$ cat config.mk
export PLATFORM = sky130hd
export DESIGN_NAME = pow_5_rr_arb_multi_cycle
export DESIGN_NICKNAME = d
export VERILOG_FILES = /design/src/rtl/pow_5_rr_arb_multi_cycle.sv
export SDC_FILE = /design/constraint.sdc
export NUM_CORES = 1
export LEC_CHECK = 0
export BUFFER_PORTS_ARGS = -buffer_cell sky130_fd_sc_hd__buf_2
export CAP_MARGIN = 40
export CORE_MARGIN = 3
export CORE_UTILIZATION = 40
export CTS_BUF_LIST = sky130_fd_sc_hd__clkbuf_16
export CTS_CLUSTER_DIAMETER = 30
export CTS_CLUSTER_SIZE = 8
export DETAILED_ROUTE_END_ITERATION = 7
export PLACE_DENSITY = 0.57
export SYNTH_ARGS = -nofsm -noshare
export SYNTH_HDL_FRONTEND = slang
export SYNTH_SLANG_ARGS = --single-unit
$ cat constraint.sdc
create_clock -name clk -period 6.7 [get_ports clk]
set_input_delay 1.005 -clock clk [delete_from_list [all_inputs] [get_ports clk]]
set_output_delay 1.005 -clock clk [all_outputs]
set_load 0.01 [all_outputs]
$ cat src/rtl/pow_5_rr_arb_multi_cycle.sv
// pow_5_rr_arb_multi_cycle
//   Two-requester round-robin arbiter in front of a multi-cycle arg^5 unit.
//   A granted argument is raised to the fifth power by four sequential
//   multiplies (mod 2^w), and the result is held until the consumer takes it.
//
// Ports
//   clk, rst_n        : clock; synchronous active-low reset
//   clk_en            : global enable; low freezes all state and blocks rdy
//   reqN_vld/arg/rdy  : requester N handshake (rdy is combinational)
//   res_vld/res/res_id: result handshake with the owning requester index
//   res_rdy           : consumer accepts the result
module pow_5_rr_arb_multi_cycle #(
  parameter int w = 8
) (
  input  logic         clk,
  input  logic         rst_n,
  input  logic         clk_en,
  input  logic         req0_vld,
  input  logic [w-1:0] req0_arg,
  output logic         req0_rdy,
  input  logic         req1_vld,
  input  logic [w-1:0] req1_arg,
  output logic         req1_rdy,
  output logic         res_vld,
  output logic         res_id,
  output logic [w-1:0] res,
  input  logic         res_rdy
);

  localparam logic [1:0] IDLE = 2'd0;
  localparam logic [1:0] BUSY = 2'd1;
  localparam logic [1:0] DONE = 2'd2;

  logic [1:0]   state_q, state_d;
  logic [1:0]   cnt_q, cnt_d;
  logic [w-1:0] acc_q, acc_d;
  logic [w-1:0] arg_q, arg_d;
  logic         id_q, id_d;
  logic         last_id_q, last_id_d;
  logic         res_vld_q, res_vld_d;
  logic [w-1:0] res_q, res_d;
  logic         res_id_q, res_id_d;

  logic         gnt0, gnt1, accept;
  logic [w-1:0] prod;

  // On a tie the grant goes to whoever was not served last.
  assign gnt0   = req0_vld & (~req1_vld | last_id_q);
  assign gnt1   = req1_vld & (~req0_vld | ~last_id_q);
  assign accept = (state_q == IDLE) & clk_en;

  assign req0_rdy = accept & gnt0;
  assign req1_rdy = accept & gnt1;

  assign prod = acc_q * arg_q;

  assign res_vld = res_vld_q;
  assign res     = res_q;
  assign res_id  = res_id_q;

  always_comb begin
    state_d   = state_q;
    cnt_d     = cnt_q;
    acc_d     = acc_q;
    arg_d     = arg_q;
    id_d      = id_q;
    last_id_d = last_id_q;
    res_vld_d = res_vld_q;
    res_d     = res_q;
    res_id_d  = res_id_q;
    if (clk_en) begin
      unique case (state_q)
        IDLE: begin
          if (req0_rdy | req1_rdy) begin
            arg_d   = req1_rdy ? req1_arg : req0_arg;
            acc_d   = arg_d;
            id_d    = req1_rdy;
            cnt_d   = 2'd0;
            state_d = BUSY;
          end
        end
        BUSY: begin
          // Four multiplies take acc from arg^1 to arg^5; the last one is
          // also latched straight into the result register.
          acc_d = prod;
          cnt_d = cnt_q + 2'd1;
          if (cnt_q == 2'd3) begin
            state_d   = DONE;
            res_vld_d = 1'b1;
            res_d     = prod;
            res_id_d  = id_q;
          end
        end
        DONE: begin
          // No request is taken on this edge: rdy only rises in IDLE.
          if (res_rdy) begin
            res_vld_d = 1'b0;
            last_id_d = id_q;
            state_d   = IDLE;
          end
        end
        default: state_d = IDLE;
      endcase
    end
  end

  always_ff @(posedge clk) begin
    if (!rst_n) begin
      state_q   <= IDLE;
      cnt_q     <= 2'd0;
      acc_q     <= '0;
      arg_q     <= '0;
      id_q      <= 1'b0;
      last_id_q <= 1'b1;   // requester 0 wins the first tie
      res_vld_q <= 1'b0;
      res_q     <= '0;
      res_id_q  <= 1'b0;
    end else begin
      state_q   <= state_d;
      cnt_q     <= cnt_d;
      acc_q     <= acc_d;
      arg_q     <= arg_d;
      id_q      <= id_d;
      last_id_q <= last_id_d;
      res_vld_q <= res_vld_d;
      res_q     <= res_d;
      res_id_q  <= res_id_d;
    end
  end

endmodule

==> flow_summary.json <==
{
  "synthDistinctLibCells": 35,
  "critPathCaptureType": "flop",
  "p_clk_share_pct": 42.6,
  "period_needed_ps": 4040,
  "sw_frac_of_total_pct": 26.2,
  "dieArea_um2": 6740,
  "die_x_um": 82.1,
  "instances_no_fill": 369,
  "cts_buffer_depth": 2,
  "finalHoldViolations": 0,
  "groute.usage.overall_pct": 17.3,
  "path_class": "reg2reg",
  "drive_above_1_share_pct": 14.1,
  "clock-skew-final_ps": 5.54,
  "vias": 1825,
  "grt_max_degree": 33,
  "ys_ff_latch": 32,
  "dp_slack_ps": 2630,
  "hold_depth": 2,
  "dp.cells": 361,
  "r2r_cells": 13,
  "grt_pass1_wl_mm": 8.87,
  "grt_remaining_overflow": 0,
  "synth_warnings": 0,
  "place_hpwl_mm": 3.99,
  "fin_ws_ps": 2660,
  "rows": 27,
  "drc_errors": 0,
  "area_growth_pct": 14.6,
  "post_cts_resized": 0,
  "p_leak_nw": 1.37,
  "wl_per_cell_um": 13.8,
  "mostFrequentLayoutCells": "nand2_1 (50), buf_2 (33), dfxtp_1 (32)",
  "r2r-start": "acc_q[1]",
  "core_area_um2": 5540,
  "nets": 347,
  "fin_setup_tns_ps": 0,
  "layout_commonest_cell": "nand2_1",
  "max_freq_mhz": 248,
  "dr.max_layer_used": "met4",
  "cts_htree_levels": 2,
  "cts_tree": "built",
  "wl_met1_mm": 2.48,
  "setup.worst_path.start_class": "flop",
  "wl_met3_um": 186,
  "clock_sinks": 32,
  "ir_drop_uv": 144,
  "io-pin-count": 34,
  "synth_fp_nets": 319,
  "power.internal_mw": 0.368,
  "crit_arrival_ps": 4200,
  "syn-cell-area_um2": 2320,
  "first_pass_iters": 4,
  "ant_nets": 0,
  "setup_viol": 0,
  "ff2ff_setup_slack_ps": 2660,
  "fp.dieH_um": 82.1,
  "met2WireLength_mm": 2.38,
  "status": "complete, no violations",
  "hold_path_class": "reg2reg",
  "grt_pass1_vias": 1888,
  "cap_violations": 0,
  "finish.utilization_pct": 47.9,
  "antenna_cells": 0,
  "report.final.slew_viol_count": 0,
  "slew_headroom_pct": 47.1,
  "p_seq_share_pct": 42.5,
  "cts_hold_buf": 0,
  "viasPerCell": 4.95,
  "wl_mm": 5.10,
  "antenna_found_initial": 0,
  "root_buffer": "clkbuf_16",
  "rsz0062_at_grt": "no",
  "p_sw_mw": 0.131,
  "yosysSeqAreaShare_pct": 27.6,
  "timing.rr.end": "acc_q[7]",
  "clkLatencyLatePin_ps": 270,
  "place_congestion": 0.785,
  "cp_max_fo": 8,
  "portBuffers": 33,
  "synthCells": 268,
  "p_comb_share_pct": 14.9,
  "cts_setup_buffers": 0,
  "clk_pin_slew_ps": 50,
  "power_density_nw_per_um2": 188,
  "tightest_slew_ps": 790,
  "worstHoldEndpoint": "res_id",
  "finalCritPeriodShare_pct": 60.3,
  "n_fill_cell": 563,
  "numCtsBuffers": 5,
  "min_from": "id_q",
  "start_util_pct": 41.8,
  "avgSynthCellArea_um2": 8.65,
  "drt_iter0_drc": 72,
  "critPathRequiredTime_ps": 6860
}
-- cells by family (layout without fill, tap and decap cells) --
logic type	after synthesis	in the layout	share of synthesized area, %
multiplexers	8	8	3.46
buffers and inverters	41	70	7.18
AO/OA/AOI/OAI	50	50	14.5
AND/OR/NAND/NOR	95	95	20.1
adder cells (fa/ha/maj)	29	29	19.5
XOR/XNOR	13	13	7.51
flip-flops	32	32	27.6
-- final cells by class --
class / count / area [um^2] / area share [%]
Tap cell: 72 / 90.1 / 3.39
Multi-Input combinational cell: 195 / 1510 / 56.9
Clock inverter: 3 / 15.0 / 0.566
Inverter: 29 / 109 / 4.10
Clock buffer: 5 / 125 / 4.71
Sequential cell: 32 / 641 / 24.1
Timing Repair Buffer: 33 / 165 / 6.22
-- sequential cells by signal (all words and copies together), names as in the netlist --
register   count
acc_q          8
arg_q          8
cnt_q          2
id_q           1
last_id_q      1
res            8
res_id         1
res_vld        1
state_q        2
-- layer usage --
layer  GRT usage, %  vias up
met5              0        -
met4           3.82        0
met3           3.36        4
met2           28.8       42
met1           23.2      848
li1               -      931
-- worst max-delay path: stages (launching register included) --
cell      delay [ps]
dfxtp_1          430
nand2_1          110
fa_1             450
fa_1             550
inv_1             50
fa_1             470
inv_1             50
fa_1             430
xor2_1           180
xnor3_1          320
xnor3_1          380
xnor3_1          370
nand3_1           80
a21boi_1          60
-- cell usage after synthesis, drive strengths merged --
library cell | n | area [um^2]
a21boi | 12 | 90.1
a21o | 2 | 15.0
a21oi | 16 | 80.1
a22oi | 2 | 15.0
and2 | 18 | 113
and3 | 2 | 12.5
buf | 4 | 27.5
clkbuf | 8 | 30.0
dfxtp | 32 | 641
fa | 12 | 240
ha | 17 | 213
inv | 29 | 109
mux2i | 8 | 80.1
nand2 | 50 | 188
nand2b | 2 | 12.5
nand3 | 5 | 25.0
nand4b | 1 | 8.76
nor2 | 3 | 11.3
nor2b | 9 | 56.3
nor3 | 3 | 26.3
nor3b | 1 | 7.51
o211a | 7 | 70.1
o211ai | 1 | 7.51
o21a | 1 | 7.51
o21ai | 8 | 40.0
o221a | 1 | 11.3
or3 | 1 | 6.26
xnor2 | 8 | 88.8
xnor3 | 3 | 67.6
xor2 | 2 | 17.5
-- stage by stage --
stage | power (mW) | area (um^2) | hold slack, ps
5_1_grt | 0.528 | 2660 | 475
2_1_floorplan | 0.268 | 2320 | 431
4_1_cts | 0.507 | 2660 | 454
6_report | 0.499 | 2660 | 451
3_3_place_gp | 0.291 | 2510 | 444
3_5_place_dp | 0.291 | 2510 | 446
-- how the worst max path moves through the flow --
stage                   from  endpoint  slack, ps  depth (start not counted)
detailed placement  acc_q[1]  acc_q[7]       2630                         13
global placement    acc_q[1]  acc_q[7]       2690                         13
floorplan           acc_q[1]  acc_q[7]       2820                         13
global route        acc_q[1]  acc_q[7]       2330                         13
CTS                 acc_q[1]  acc_q[7]       2620                         13
finish              acc_q[1]  acc_q[7]       2660                         13
-- power groups by stage --
stage	Combinational, mW	Clock, mW	Sequential [mW]
after floorplan	0.0574	0	0.210
after global placement	0.0751	0	0.215
after detailed placement	0.0756	0	0.216
after CTS	0.0762	0.219	0.212
after global routing	0.0862	0.228	0.214
final	0.0744	0.213	0.212
No activity file was read; power rests on OpenSTA's default activity.
